**config.mk**
```make
export PLATFORM = sky130hd
export DESIGN_NAME = lfsr_flat
export DESIGN_NICKNAME = d
export VERILOG_FILES = /design/src/rtl/lfsr_if.sv /design/src/rtl/lfsr.sv /design/src/flat_wrapper.sv
export SDC_FILE = /design/constraint.sdc
export NUM_CORES = 1
export LEC_CHECK = 0
export CAP_MARGIN = 20
export CORE_UTILIZATION = 50
export DETAILED_ROUTE_END_ITERATION = 8
export PLACE_DENSITY = 0.82
export SYNTH_ARGS = -nofsm -noshare
export SYNTH_HDL_FRONTEND = slang
export SYNTH_SLANG_ARGS = --single-unit
```
**constraint.sdc**
```tcl
create_clock -name clk -period 2.9 [get_ports clk]
set_clock_uncertainty 0.1 [all_clocks]
set_input_delay 0.58 -clock clk [delete_from_list [all_inputs] [get_ports clk]]
set_output_delay 0.58 -clock clk [all_outputs]
set_load 0.05 [all_outputs]
```
**src/rtl/lfsr_if.sv**
```systemverilog
// Request/data bundle between a consumer and the lfsr random-byte generator.
// The consumer drives the advance request and seed; the generator returns the byte.
interface lfsr_if #(
   parameter int WIDTH     = 16,
   parameter int OUT_WIDTH = 8
);
   logic                 next;
   logic [WIDTH-1:0]     seed;
   logic [OUT_WIDTH-1:0] rnd;

   modport master (
      output next,
      output seed,
      input  rnd
   );

   modport slave (
      input  next,
      input  seed,
      output rnd
   );
endinterface

```
**src/rtl/lfsr.sv**
```systemverilog
// Pseudo-random byte generator: 16-bit maximal-length Fibonacci LFSR that is
// seeded once after reset and advanced eight shift steps per request.
module lfsr #(
   parameter int          WIDTH         = 16,
   parameter int          OUT_WIDTH     = 8,
   parameter logic [15:0] FALLBACK_SEED = 16'hACE1
) (
   input  logic  clk,
   input  logic  rst_n,
   lfsr_if.slave bus
);

   // Polynomial x^16 + x^14 + x^13 + x^11 + 1; taps are fixed for a 16-bit state.
   function automatic logic [WIDTH-1:0] lfsr_step(input logic [WIDTH-1:0] s);
      logic fb;
      fb = s[15] ^ s[13] ^ s[12] ^ s[10];
      return {s[WIDTH-2:0], fb};
   endfunction

   logic [WIDTH-1:0] state_r;
   logic             loaded_r;
   logic [WIDTH-1:0] adv_s;
   logic [WIDTH-1:0] load_val_s;

   // Unrolled chain of OUT_WIDTH single steps so every advance exposes a fresh byte.
   always_comb begin
      adv_s = state_r;
      for (int i = 0; i < OUT_WIDTH; i++) begin
         adv_s = lfsr_step(adv_s);
      end
   end

   // An all-zero seed would lock the LFSR up, so substitute the fallback.
   always_comb begin
      if (bus.seed == {WIDTH{1'b0}}) begin
         load_val_s = FALLBACK_SEED;
      end else begin
         load_val_s = bus.seed;
      end
   end

   // State register: load once after reset, then advance or hold.
   always_ff @(posedge clk or negedge rst_n) begin
      if (!rst_n) begin
         state_r  <= {WIDTH{1'b0}};
         loaded_r <= 1'b0;
      end else if (!loaded_r) begin
         state_r  <= load_val_s;
         loaded_r <= 1'b1;
      end else if (bus.next) begin
         state_r  <= adv_s;
         loaded_r <= 1'b1;
      end else begin
         state_r  <= state_r;
         loaded_r <= 1'b1;
      end
   end

   assign bus.rnd = state_r[OUT_WIDTH-1:0];

endmodule

```
**src/flat_wrapper.sv**
```systemverilog
// flat-port wrapper written by rule: the top's interface ports become plain ports
module lfsr_flat 
#(
   parameter int          WIDTH         = 16,
   parameter int          OUT_WIDTH     = 8,
   parameter logic [15:0] FALLBACK_SEED = 16'hACE1
)
  (clk, rst_n, bus_next, bus_seed, bus_rnd);
  lfsr_if #(.WIDTH(WIDTH), .OUT_WIDTH(OUT_WIDTH)) bus_i ();
  input  logic clk;
  input  logic rst_n;
  input wire logic [$bits(bus_i.next)-1:0] bus_next;
  input wire logic [$bits(bus_i.seed)-1:0] bus_seed;
  output wire logic [$bits(bus_i.rnd)-1:0] bus_rnd;
  assign bus_i.next = bus_next;
  assign bus_i.seed = bus_seed;
  assign bus_rnd = bus_i.rnd;
  lfsr #(.WIDTH(WIDTH), .OUT_WIDTH(OUT_WIDTH), .FALLBACK_SEED(FALLBACK_SEED)) u_core (.clk(clk), .rst_n(rst_n), .bus(bus_i));
endmodule
```
Word-level counts from Yosys, hierarchy flattened. Cells that the tools add are included. W data, S select, Z words.

Register bits: 17. Input bits: 19. Output and inout bits: 8. Logic and storage cells: 31.

Equality and inequality tests: 1. Muxes and demuxes: 3. Bitwise operators: 24. Reductions and logical operators: 1.

Operators with widths (number): $mux W16 (3); $xor A1 B1 Y1 (24); $logic_not A16 Y1 (1); $ne A2 B2 Y1 const B (1).

Logic depth before layout (Yosys ltp).
Word-level depth: 5. Gate-level depth with buffers: 5. Gate-level depth less buffers: 4.

Least setup slack after synthesis. No wires, ideal clock.

Path type: in2reg. Start point: in bus_seed[6]. End point: reg u_core.state_r[10]. Setup time: 77 ps. Arrival time: 1285 ps. Required time: 2723 ps. Setup slack: 1437 ps. Cell stages on the path: 4. Buffers on the path: 0. Cell sequence: nor4_1 > a41o_1 > nor2_1 > a21oi_1.

Longest elaborated chain between the ends: 3.

RTL lines: from (decl) (RTL line flat_wrapper.sv:13) `input wire logic [$bits(bus_i.seed)-1:0] bus_seed;`; $logic_not A16 Y1 (RTL line lfsr.sv:35) `if (bus.seed == {WIDTH{1'b0}}) begin`; $mux W16 (RTL line lfsr.sv:35); $mux W16 (RTL line lfsr.sv:47) `end else if (!loaded_r) begin`; to (signal assigned) (RTL line lfsr.sv:45) `state_r <= {WIDTH{1'b0}};`; to (signal assigned) (RTL line lfsr.sv:48) `state_r <= load_val_s;`; to (signal assigned) (RTL line lfsr.sv:51) `state_r <= adv_s;`; to (decl) (RTL line lfsr.sv:20) `logic [WIDTH-1:0] state_r;`.

No other way between the ends. A chain may end at the register's enable or synchronous reset.

Worst setup path after layout.
Start point: reg u_core.state_r[6]. End point: out bus_rnd[6].

RTL lines: to (decl) (RTL line flat_wrapper.sv:14) `output wire logic [$bits(bus_i.rnd)-1:0] bus_rnd;`.

No word-level cell between the ends.

==> results_dict.tcl <==
set metrics [dict create \
    slew_headroom_pct 49.4 \
    hold_violations 0 \
    coreArea_um2 1940 \
    reg2reg_depth 2 \
    area_delta_synth_final_pct 23.6 \
    grt.overflow.total 0 \
    rsz0062_at_grt "no" \
    hp-class "register to register" \
    synth.distinct_cells 20 \
    critical_path.max_stage_delay_ns 0.85 \
    clkTransAtPathRegs_ns 0.10 \
    path_delay_family "buffers and inverters" \
    clkLatencyLatePin_ns 0.28 \
    synth_nets 125 \
    crit_buf_inv 1 \
    drc 0 \
    die-area_um2 2250 \
    ir_worst_vdd_mv 0.350 \
    arrival_ns 1.63 \
    regArea_um2 425 \
    mostFrequentLayoutCell "clkdlybuf4s50_1" \
    finalWorstSetupSlack_ns 0.587 \
    hold_depth 2 \
    grt.total_usage_pct 21.2 \
    std_cell_rows 16 \
    htree_levels 1 \
    yosysSeqAreaShare_pct 41.2 \
    total_power_uw 767 \
    cts_root_buf "clkbuf_4" \
    post_cts_buffers 0 \
    multi_input_area_um2 515 \
    min_period_ns 2.31 \
    die-height_um 47.4 \
    status "finished, final reports clean" \
    syn-cell-area_um2 1030 \
    p_leak_uw 0.000524 \
    clock_path_buffers 2 \
    layout-drive-gt1-share_pct 5.65 \
    required_ns 2.22 \
    fin_nets 144 \
    reg2reg_slack_ns 1.44 \
    highest_layer "met3" \
    cts_buffers 3 \
    ant_nets 0 \
    first_iter_violations 15 \
    vias 792 \
    pre_cts_slack_ns 0.705 \
    fin_crit_sh_pct 79.8 \
    antenna_found_initial 0 \
    routedWlPerCell_um 14.0 \
    grt_max_degree 24 \
    finalSetupTns_ns 0 \
    synthesis.instances 106 \
    dr_wl_met2_mm 1.02 \
    crit_slowest_cell "clkdlybuf4s50_1" \
    fmax_mhz 432 \
    hold_end "u_core.state_r[15]$_DFFE_PN0P_" \
    fill_cells 183 \
    gp_congestion 0.834 \
    end_kind "output port" \
    ys_seq_elements 17 \
    grt_first_pass_wirelength_mm 3.26 \
    maxCapViolations 0 \
    wl_mm 2.12 \
    powerDensity_nw_per_um2 601 \
    cts_hold_buffers 0 \
    crit_chain "clkdlybuf4s50_1" \
    avgSynthCellArea_um2 9.74 \
    ctsResizeCount 0 \
    reg2reg_to "u_core.state_r[5]$_DFFE_PN0P_" \
    ys_warn_count 0 \
    crit_fanout 6 \
    hp-start "u_core.state_r[15]$_DFFE_PN0P_" \
    vias_per_cell 5.25 \
    path_class "register to output port" \
    antenna_cells 0 \
    dieWidth_um 47.4 \
    drt_pre_antenna_iters 4 \
    setup_violations 0 \
    cts_sinks 17 \
    start_util_pct 53.2 \
    ios 27 \
    reg2reg_from "u_core.loaded_r$_DFF_PN0_" \
    layout_common_cells "clkdlybuf4s50_1, dfrtp_1, xnor2_1, a21oi_1, nor2_1" \
    dr_wl_met3_um 143 \
    start_kind "register" \
    cts_tree "built" \
    grt_pass1_vias 748 \
    slew_violations 0 \
    port_buffers 26 \
    worst_pin_slew_ns 0.757 \
    wl_met1_um 957 \
]
[routing by layer]
| layer | track usage (%) | vias up |
|---|---|---|
| met4 | 8.00 | 0 |
| met2 | 35.3 | 24 |
| met1 | 26.6 | 379 |
| met5 | 0 | - |
| met3 | 5.28 | 0 |
| li1 | - | 389 |
[Yosys cell counts]
cell type,n,area share (%)
inv_1,2,0.73
xor2_2,1,1.6
buf_4,8,5.8
o22a_1,1,0.85
o21ai_0,4,1.9
xnor2_1,16,14
mux2i_1,9,8.7
o2bb2ai_1,1,0.85
nor4_1,4,2.4
dfrtp_1,17,41
a21o_1,3,2.2
conb_1,1,0.36
xor2_1,3,2.5
nor2_1,13,4.7
clkbuf_2,1,0.48
buf_2,3,1.5
a21oi_1,15,7.3
a41o_1,1,0.97
clkbuf_1,1,0.36
o22a_2,2,1.9
[flip-flops by register name, summed over array words and instances (netlist names)]
signal / flops
u_core.loaded_r: 1
u_core.state_r: 16
[power by group]
group / total (uW) / switching, uW / leakage, uW / internal [uW]
clock network: 123 / 69.3 / 0.0000150 / 53.4
logic: 328 / 170 / 0.000316 / 158
registers: 316 / 45.7 / 0.000194 / 271
total: 767 / 285 / 0.000524 / 482
[final cells by class]
class                      count  share of cell area (%)
sequential                    17                    33.3
clock buffer                   4                    2.06
timing repair buffer          27                    21.0
tap                           27                    2.65
inverter                       2                   0.588
multi-input combinational     74                    40.4
[worst reg2reg max path, stage by stage (launching register included)]
cell and delay, ns:
dfrtp_1 0.71, inv_1 0.30, o22a_2 0.25
[how the worst max path moves through the flow]
stage / from / endpoint / slack (ns) / cells past startpoint
6_report: u_core.state_r[6]$_DFFE_PN0P_ / bus_rnd[6] / 0.59 / 1
5_1_grt: u_core.state_r[6]$_DFFE_PN0P_ / bus_rnd[6] / 0.54 / 1
4_1_cts: u_core.state_r[6]$_DFFE_PN0P_ / bus_rnd[6] / 0.57 / 1
3_5_place_dp: bus_seed[6] / u_core.state_r[11]$_DFFE_PN0P_ / 0.71 / 5
3_3_place_gp: bus_seed[6] / u_core.state_r[10]$_DFFE_PN0P_ / 0.78 / 5
2_1_floorplan: bus_seed[6] / u_core.state_r[10]$_DFFE_PN0P_ / 1.44 / 4
[logic make-up (layout without fill, tap and decap cells)]
kind of cell / count (synthesis) / in the layout / synth area share (%)
and+or+nand+nor: 17 / 17 / 7.15
DFF: 17 / 17 / 41.2
xor gates and xnor gates: 20 / 20 / 17.7
buffers and inverters: 15 / 33 / 8.85
AOI/OAI and AO/OA: 27 / 27 / 16.0
muxes: 9 / 9 / 8.73
other: 1 / 1 / 0.363
[per-stage QoR]
step | cell area, um^2 | util, % | std cells | hold slack, ns
after floorplan | 1030 | - | 106 | 0.184
after global placement | 1250 | 64.4 | 147 | 0.491
after detailed placement | 1250 | 64.4 | 147 | 0.497
after CTS | 1280 | 65.7 | 151 | 0.520
after global routing | 1280 | 65.7 | 151 | 0.571
final | 1280 | 65.7 | 151 | 0.516
No activity file was read; power rests on OpenSTA's default activity.
==> edit, RTL diff (same flow settings) <==
`OUT_WIDTH` is set to 8 in 3 places; all go to 12.
--- a/src/rtl/lfsr_if.sv
+++ b/src/rtl/lfsr_if.sv
@@ -2,7 +2,7 @@
 // The consumer drives the advance request and seed; the generator returns the byte.
 interface lfsr_if #(
    parameter int WIDTH     = 16,
-   parameter int OUT_WIDTH = 8
+   parameter int OUT_WIDTH = 12
 );
    logic                 next;
    logic [WIDTH-1:0]     seed;
--- a/src/rtl/lfsr.sv
+++ b/src/rtl/lfsr.sv
@@ -2,7 +2,7 @@
 // seeded once after reset and advanced eight shift steps per request.
 module lfsr #(
    parameter int          WIDTH         = 16,
-   parameter int          OUT_WIDTH     = 8,
+   parameter int          OUT_WIDTH     = 12,
    parameter logic [15:0] FALLBACK_SEED = 16'hACE1
 ) (
    input  logic  clk,
--- a/src/flat_wrapper.sv
+++ b/src/flat_wrapper.sv
@@ -2,7 +2,7 @@
 module lfsr_flat 
 #(
    parameter int          WIDTH         = 16,
-   parameter int          OUT_WIDTH     = 8,
+   parameter int          OUT_WIDTH     = 12,
    parameter logic [15:0] FALLBACK_SEED = 16'hACE1
 )
   (clk, rst_n, bus_next, bus_seed, bus_rnd);
Ports: changed (resized bus_rnd); port bits go from 27 to 31. The function was not compared with the original's and may differ.
==> edit against the original RTL <==
  * Global-route usage grew 0.88 points
  * Total power up 45%
  * Count of clock-buffer cells in the layout is 1 lower
  * Sequential share of layout area shrank 2.2 points
  * Wire length increased by 8.6%
  * Sequential cell count unchanged
  * Non-clock buffer count increased by 3
  * First-iteration DRC count fell by 27%
  * Sequential power is 15% higher
  * Critical endpoint is now bus_rnd[2]
  * Synthesized area rose by 8.2%
  * Worst setup slack better by 9.1 ps
  * Final area increased by 7.2%
==> edit: results (changes against the original RTL) <==
* Post-synthesis mux area share at 0.0448 (was 0.0873)
* Reg2reg setup slack at 1160 ps (was 1440 ps)
* Worst vdd ir at 0.000408 V (was 0.000350 V)
* Antenna diodes at 0 (unchanged)
* Routability congestion estimate at 0.838 (was 0.834)
* FF-to-FF End: u_core.state_r[0] (was u_core.state_r[5])
* M1 GR Usage at 0.275 (was 0.266)
* CTS max path bufs at 2 (unchanged)
* R2R depth at 3 (was 2)
* Crit path arrival time at 1620 ps
* Via count at 861 (was 792)
* Total Wirelength at 2.30 mm (was 2.12 mm)
* Area fraction in compound gates after synthesis at 0.168 (was 0.160)
* DR pass1 iterations at 4 (unchanged)
* Placed Area at 0.00134 mm² (was 0.00125 mm²)
* Reg-to-reg startpoint: u_core.loaded_r (unchanged)
* Synth cell count leaders: 18 x xnor2_1, 17 x dfrtp_1, 16 x nor2_1 (was 17 x dfrtp_1, 16 x xnor2_1, 15 x a21oi_1)
* Total Power at 1.11 mW (was 0.767 mW)
* First-pass GRT wire length at 3.95 mm (was 3.26 mm)
* Crit path launch: u_core.state_r[2] (was u_core.state_r[6])
* Worst setup path end: bus_rnd[2] (was bus_rnd[6])
* Synth Area in Adders at 0 (unchanged)
* Post-Syn Instances at 119 (was 106)
* Worst hold path class: flop to flop (unchanged)
* Worst slew pin tran at 907 ps (was 757 ps)
* Fill cells at 163 (was 183)
* Netlist cell types at 23 (was 20)
* Total Routing Usage GR at 0.221 (was 0.212)
* Flop pwr share at 0.327 (was 0.413)
* Leakage at 0.559 nW (was 0.524 nW)
* Grt met2 use at 0.363 (was 0.353)
* Number of global-route vias before repair at 801 (was 748)
* Max stage delay on crit path at 850 ps (about the same)
* Synthesis Warnings at 0 (unchanged)
* PnR worst setup slack at 596 ps (was 587 ps)
* Layout cells sized above 1 at 0.0441 (was 0.0565)
* Outcome: finished clean (unchanged)
* I/O Buffers at 30 (was 26)
* Crit path max-delay family: buffers and inverters (unchanged)
* Wire length per cell at 14.1 µm (was 14.0 µm)
* Net switching power at 0.491 mW (was 0.285 mW)
* Met3 usage at 0.0561 (was 0.0528)
* Post-CTS repair timing setup buffer count at 0 (unchanged)
* Setup WS pre-CTS at 623 ps (was 705 ps)
* Largest net degree at the start of global routing at 26 (was 24)
* Critical-path top delay cell: clkdlybuf4s50_1 (unchanged)
* Comb. pwr at 0.621 mW (was 0.328 mW)
* 1st-iter DRT viols at 11 (was 15)
* Syn_nets at 138 (was 125)
* Post-synth ARST share at 1.00 (unchanged)
* Worst Path Max Fanout at 5 (was 6)
* Post-Synth XOR/XNOR Area at 0.211 (was 0.177)
* Post-CTS sizing at 0 (unchanged)
* Skew-Pair Late Insertion Delay at 290 ps
* Post-synthesis sequential area ratio at 0.381 (was 0.412)
* Nets@finish at 156 (was 144)
* Top cells by area, synth: dfrtp_1 38%, xnor2_1 14%, buf_4 8.1%, xor2_1 5.5%, nor2_1 5.4% (was dfrtp_1 41%, xnor2_1 14%, mux2i_1 8.7%, a21oi_1 7.3%, buf_4 5.8%)
* Clock root cell: clkbuf_4 (unchanged)
## edit: worst min-delay path by stage
stage | startpoint | to | slack (ps) | cells after the start
after global routing | u_core.state_r[6] | u_core.state_r[6] | 540 | 2
after CTS | u_core.state_r[6] | u_core.state_r[6] | 510 | 2
after global placement | u_core.state_r[6] | u_core.state_r[6] | 480 | 2
final | u_core.state_r[6] | u_core.state_r[6] | 500 | 2
after floorplan | rst_n | u_core.loaded_r | 180 | 0
after detailed placement | u_core.state_r[6] | u_core.state_r[6] | 490 | 2
## edit: layer usage
layer  share of wire  routed length, µm
met5               0                  0
met4           0.015                 34
met3           0.048                111
met2            0.49               1120
met1            0.45               1030
## edit: final cells by class
class	instances	area, µm²	share of cell area
well taps	27	33.8	0.0247
clock inverters	1	5.00	0.00366
repair buffers	30	300	0.220
clock buffers	3	22.5	0.0165
inverters	2	7.51	0.00549
flip-flops and latches	17	425	0.311
multi-input cells	83	573	0.419
